--- src/rtl/and_8_bits_sequencer.sv ---
// Sequencer for an external 8-bit AND stage: registers an operand pair, waits
// SETTLE_CYCLES for the stage to settle, then captures and hands off the result.
module and_8_bits_sequencer #(
  parameter int unsigned SETTLE_CYCLES = 2
) (
  input  logic       clk,
  input  logic       rst_n,
  input  logic       in_valid,
  output logic       in_ready,
  input  logic [7:0] a_in,
  input  logic [7:0] b_in,
  output logic [7:0] and_a,
  output logic [7:0] and_b,
  input  logic [7:0] and_s,
  output logic       out_valid,
  input  logic       out_ready,
  output logic [7:0] out_data,
  output logic       busy,
  output logic       mismatch,
  output logic [7:0] result_count
);

  localparam int unsigned DATA_W = 8;
  localparam int unsigned CNT_W  = 4;

  typedef enum logic [1:0] {
    IDLE   = 2'd0,
    SETTLE = 2'd1,
    DONE   = 2'd2
  } state_e;

  state_e              state_q, state_d;
  logic [CNT_W-1:0]    cnt_q, cnt_d;
  logic [DATA_W-1:0]   and_a_q, and_a_d;
  logic [DATA_W-1:0]   and_b_q, and_b_d;
  logic [DATA_W-1:0]   out_data_q, out_data_d;
  logic [DATA_W-1:0]   count_q, count_d;
  logic                out_valid_q, out_valid_d;
  logic                mismatch_q, mismatch_d;
  logic                in_ready_q, in_ready_d;
  logic                busy_q, busy_d;

  // State register; handshake flags are registered from the next state so they
  // stay low throughout reset and rise on the first edge after release.
  always_ff @(posedge clk or negedge rst_n) begin
    if (!rst_n) begin
      state_q     <= IDLE;
      cnt_q       <= '0;
      and_a_q     <= '0;
      and_b_q     <= '0;
      out_data_q  <= '0;
      count_q     <= '0;
      out_valid_q <= 1'b0;
      mismatch_q  <= 1'b0;
      in_ready_q  <= 1'b0;
      busy_q      <= 1'b0;
    end else begin
      state_q     <= state_d;
      cnt_q       <= cnt_d;
      and_a_q     <= and_a_d;
      and_b_q     <= and_b_d;
      out_data_q  <= out_data_d;
      count_q     <= count_d;
      out_valid_q <= out_valid_d;
      mismatch_q  <= mismatch_d;
      in_ready_q  <= in_ready_d;
      busy_q      <= busy_d;
    end
  end

  // Next-state and datapath updates.
  always_comb begin
    state_d    = state_q;
    cnt_d      = cnt_q;
    and_a_d    = and_a_q;
    and_b_d    = and_b_q;
    out_data_d = out_data_q;
    count_d    = count_q;
    mismatch_d = mismatch_q;

    case (state_q)
      IDLE: begin
        if (in_valid && in_ready_q) begin
          and_a_d = a_in;
          and_b_d = b_in;
          cnt_d   = CNT_W'(SETTLE_CYCLES);
          state_d = SETTLE;
        end
      end
      SETTLE: begin
        cnt_d = cnt_q - CNT_W'(1);
        if (cnt_q == CNT_W'(1)) begin
          out_data_d = and_s;
          state_d    = DONE;
          if (and_s != (and_a_q & and_b_q)) begin
            mismatch_d = 1'b1;
          end
        end
      end
      DONE: begin
        if (out_ready) begin
          count_d = count_q + DATA_W'(1);
          state_d = IDLE;
        end
      end
      default: state_d = IDLE;
    endcase

    out_valid_d = (state_d == DONE);
    in_ready_d  = (state_d == IDLE);
    busy_d      = (state_d != IDLE);
  end

  assign in_ready     = in_ready_q;
  assign busy         = busy_q;
  assign and_a        = and_a_q;
  assign and_b        = and_b_q;
  assign out_valid    = out_valid_q;
  assign out_data     = out_data_q;
  assign mismatch     = mismatch_q;
  assign result_count = count_q;

endmodule

--- config.mk ---
export PLATFORM = sky130hd
export DESIGN_NAME = and_8_bits_sequencer
export DESIGN_NICKNAME = d
export VERILOG_FILES = /design/src/rtl/and_8_bits_sequencer.sv
export SDC_FILE = /design/constraint.sdc
export NUM_CORES = 1
export LEC_CHECK = 0
export ABC_AREA = 1
export ABC_CLOCK_PERIOD_IN_PS = 2000
export BUFFER_PORTS_ARGS = -buffer_cell sky130_fd_sc_hd__buf_2
export CORE_MARGIN = 4
export CORE_UTILIZATION = 45
export DETAILED_ROUTE_END_ITERATION = 6
export GPL_TIMING_DRIVEN = 1
export PLACE_DENSITY = 0.71
export SKIP_LAST_GASP = 1
export SLEW_MARGIN = 0
export SYNTH_ARGS = -nofsm -noshare
export SYNTH_HDL_FRONTEND = slang
export SYNTH_SLANG_ARGS = --single-unit
--- constraint.sdc ---
create_clock -name clk -period 2 [get_ports clk]
set_clock_uncertainty 0.2 [all_clocks]
set_input_delay 0.4 -clock clk [delete_from_list [all_inputs] [get_ports clk]]
set_output_delay 0.4 -clock clk [all_outputs]
set_load 0.01 [all_outputs]
# == Word-level counts from Yosys, hierarchy flattened ==
# Index checks and enable logic that the tools add are counted.
# word_totals
reg_bits,42
out_inout_bits,36
elab_cells,35
# classes
addsub,2
n_eq_ne,6
muxes,6
bitwise,1
n_reduce_logical,10
# op_table
cell,count
$add 8x1->8 const B,1
$and 8x8->8,1
$ne 8x8->1,1
$pmux 4 s2,1
$reduce_and 2->1,4
$mux 2,3
$pmux 2 s3,1
$eq 2x2->1 const B,2
$eq 4x1->1 const B,1
$logic_not 2->1,2
$mux 4,1
$reduce_bool 2->1,2
$sub 4x1->4 const B,1
$reduce_and 3->1,1
$eq 2x1->1 const B,1
$ne 2x2->1 const B,1
$logic_and 1x1->1,1

# == Longest topological paths before layout ==
# depth
depth_word,4
ltp_mapped,8

# == Worst setup path before layout ==
# No wires, ideal clock.
# synth_timing
path_kind,flip-flop to flip-flop
from,register state_q[0]
to,register and_a_q[7] (netlist: and_a[7])
setup_ns,0.125
t_arrival_ns,1.021
t_required_ns,1.675
path_slack_ns,0.654
path_stages_with_launch,5
n_path_buf,1
cell_sequence,dfrtp_1 -> inv_2 -> nand4_2 -> buf_4 -> mux2_4
# synth_between
elab_chain_len,2
# synth_rtl
item,line_no,source
from (decl),32,"state_e state_q, state_d;"
from (signal assigned),58,state_q <= state_d;
$logic_not 2->1,81,case (state_q)
$reduce_and 2->1 (no line),n/a,
to (signal assigned),60,and_a_q <= and_a_d;
to (decl),34,"logic [DATA_W-1:0] and_a_q, and_a_d;"
# No other way between the ends.
# A chain may end at the register's enable or synchronous reset.

# == Final worst setup path ==
# layout_timing
from,register count_q[3] (netlist: result_count[3])
to,output result_count[3]
# layout_lines
item,line_no,source
from (decl),37,"logic [DATA_W-1:0] count_q, count_d;"
from (signal assigned),63,count_q <= count_d;
to (decl),20,output logic [7:0] result_count
# No word-level cell between the ends.

==> impl_results.md <==
- F_max: 679 MHz
- Min Clock Period, post-route: 1.47 ns
- Slew of the pin with the lowest slew margin: 0.514 ns
- R2R Setup Slk: 0.53 ns
- CTS tree: yes
- Lkg Pwr: 1.35 nW
- Core Box Area: 4090 um2
- Critical path's largest stage delay: 0.43 ns
- H-Tree Depth: 2
- RSZ-0062 raised after global routing: no
- Synth Cell Area: 1940 um2
- Ports: 64
- Clk pwr share: 0.147
- Vias per Instance: 4.78
- Clock Tree Root: clkbuf_8
- Worst path bufs/invs: 1
- Most common cell after layout, fill and taps aside: buf_2
- Cell Int Power: 2.18 mW
- Number of max-cap violations: 0
- HP Class: input pin to flip-flop
- 1st-iter DRT viols: 87
- Largest net degree at the start of global routing: 43
- WL per Instance: 12.7 um
- Synthesized net count: 209
- Maximum root-to-sink buffer count: 2
- Worst setup EP type: output pin
- Flop pwr share: 0.436
- Data arrival, critical path: 0.87 ns
- DR WL met2: 1940 um
- Final Wtd Congestion: 0.741
- PwrDens: 1410 nW/um2
- Largest cells by area after synthesis: dfrtp_1 (54%), mux2_4 (12%), nand2_1 (8.7%)
- Final worst path period share: 0.737
- Grt ovf: 0
- Final setup viols: 0
- Most used DFF post-synth: dfrtp_1
- Site row count: 23
- DR DRC count: 0
- Slowest-stage cell, CP: dfrtp_1
- Async set-reset flop share out of synthesis: 1.00
- Yosys reg bits: 42
- Critical Path RT: 1.40 ns
- Post-synth EDFFs: 0
- Final net count: 279
- Top cell type's share of synthesized area: 0.543
- Initial Util: 0.474
- PortBufs: 63
- Worst skew pair latency: 0.28 ns
- WHS: 0.150 ns
- Crit path max-delay family: flip-flops
- Wl on met1: 1610 um
- Antenna fix cells: 0
- Kind of critical path: flip-flop to output pin
- Max-slew violation count: 0
- Switching Fraction: 0.358
- Top Layer Used: met4
- Detailed Routing Iterations Pass 1: 4
- Sequential-to-total area share from yosys stat: 0.543
- Ys Warns: 0
- Via count: 1425
- GRT Util Overall: 0.151
- Die Y: 73.6 um
- Layout cells sized above 1: 0.419
- Initial antenna violation count: 0
- Area growth from synthesis to layout: 23.8%
- Post-Synthesis Cells: 178
- Critical path fanouts, max: 5
- Status: complete, no violations
- Final setup TNS: 0 ns
- Die Width: 73.6 um
- WL met3: 192 um
- Synth cell types: 25
- ANT nets after route: 0
- PostCTS Resize Cnt: 0
- CTS buffer count: 5
- Peak supply drop: 0.669 mV
- Relative slew margins: 0.657
- Global-route wire length before repair: 6240 um
- CP Cell Sequence: buf_2
- Hpwl dp: 2820 um
- Commonest cells after routing, fill and taps aside: buf_2 (63), nand2_1 (45), dfrtp_1 (42), inv_1 (17), mux2_4 (16)
- Startpoint types: flip-flop
- Logic pwr share: 0.417
- Number of global-route vias before repair: 1420
- Net Switching: 1.22 mW
- Hold Vio Cnt, Final: 0
- Avg Cell Area, Syn: 10.9 um2
- TritonCTS Sinks: 42
- Dominant cell type by area after synthesis: dfrtp_1
- Clock Pin Slew Worst Setup and Hold Paths: 0.07 ns
- Die area: 5420 um2
- Routed wire length: 3780 um
[area by class of cell]
class,count,area [um2]
Sequential cell,42,1050
Tap cell,50,62.6
Multi-Input combinational cell,113,781
Clock buffer,7,76.3
Timing Repair Buffer,66,353
Fill cell,358,1690
Inverter,20,75.1
[through the flow]
| stage | cells | power, mW | util | area [um2] | worst slack [ns] |
|---|---|---|---|---|---|
| 6_report | 298 | 3.39 | 0.587 | 2400 | 0.527 |
| 5_1_grt | 298 | 3.68 | 0.587 | 2400 | 0.361 |
| 4_1_cts | 298 | 3.46 | 0.587 | 2400 | 0.504 |
| 3_5_place_dp | 290 | 2.94 | 0.566 | 2310 | 0.526 |
| 3_3_place_gp | 290 | 2.89 | 0.566 | 2310 | 0.547 |
| 2_1_floorplan | 178 | 2.43 | - | 1940 | 0.654 |
[layer usage]
metal,GRT usage,up-vias
li1,-,711
met1,0.183,681
met2,0.257,31
met3,0.0424,2
met4,0.0543,0
met5,0,-
[final timing paths]
path	start	end	cells past startpoint
worst max-delay path	result_count[3]	result_count[3]	1
worst min-delay path	b_in[2]	and_b[2]	2
worst max register to register	cnt_q[0]	out_data[0]	6
worst min register to register	result_count[7]	result_count[7]	1
max in group asynchronous	rst_n	and_b[0]	3
min in group asynchronous	rst_n	busy	3
[power groups by stage]
| stage | clock, mW | sequential (mW) | combinational (mW) |
|---|---|---|---|
| floorplan | 0 | 1.60 | 0.833 |
| global placement | 0 | 1.49 | 1.41 |
| detailed placement | 0 | 1.50 | 1.44 |
| CTS | 0.529 | 1.48 | 1.45 |
| global route | 0.559 | 1.54 | 1.58 |
| finish | 0.498 | 1.48 | 1.42 |
[cells in the mapped netlist (2+ instances only)]
cell type / n
nor2_2: 2
mux2_4: 16
dfrtp_1: 42
inv_1: 17
xor2_1: 2
nand3_1: 15
o21ai_0: 3
o21ai_2: 8
buf_6: 2
xnor2_1: 4
nor2_1: 5
inv_2: 3
nand2_1: 45
ha_1: 3
[registers in the layout, summed over array words and instances, names as in the netlist]
signal	flops
out_data	8
state_q	2
result_count	8
in_ready	1
and_a	8
out_valid	1
and_b	8
mismatch	1
cnt_q	4
busy	1
[cell families after synthesis]
group,share of synthesized area
buf+inv,0.0543
xor+xnor,0.0271
mux,0.135
fa+ha+maj,0.0194
flops,0.543
simple gates,0.171
compound gates,0.0510
[what timing repair did]
| action | CTS | global route |
|---|---|---|
| buffers inserted | 0 | 0 |
| hold buffers | 1 | 0 |
| hold endpoints to repair | 42 | 0 |
Note: power is estimated with default switching activity, not from simulation.
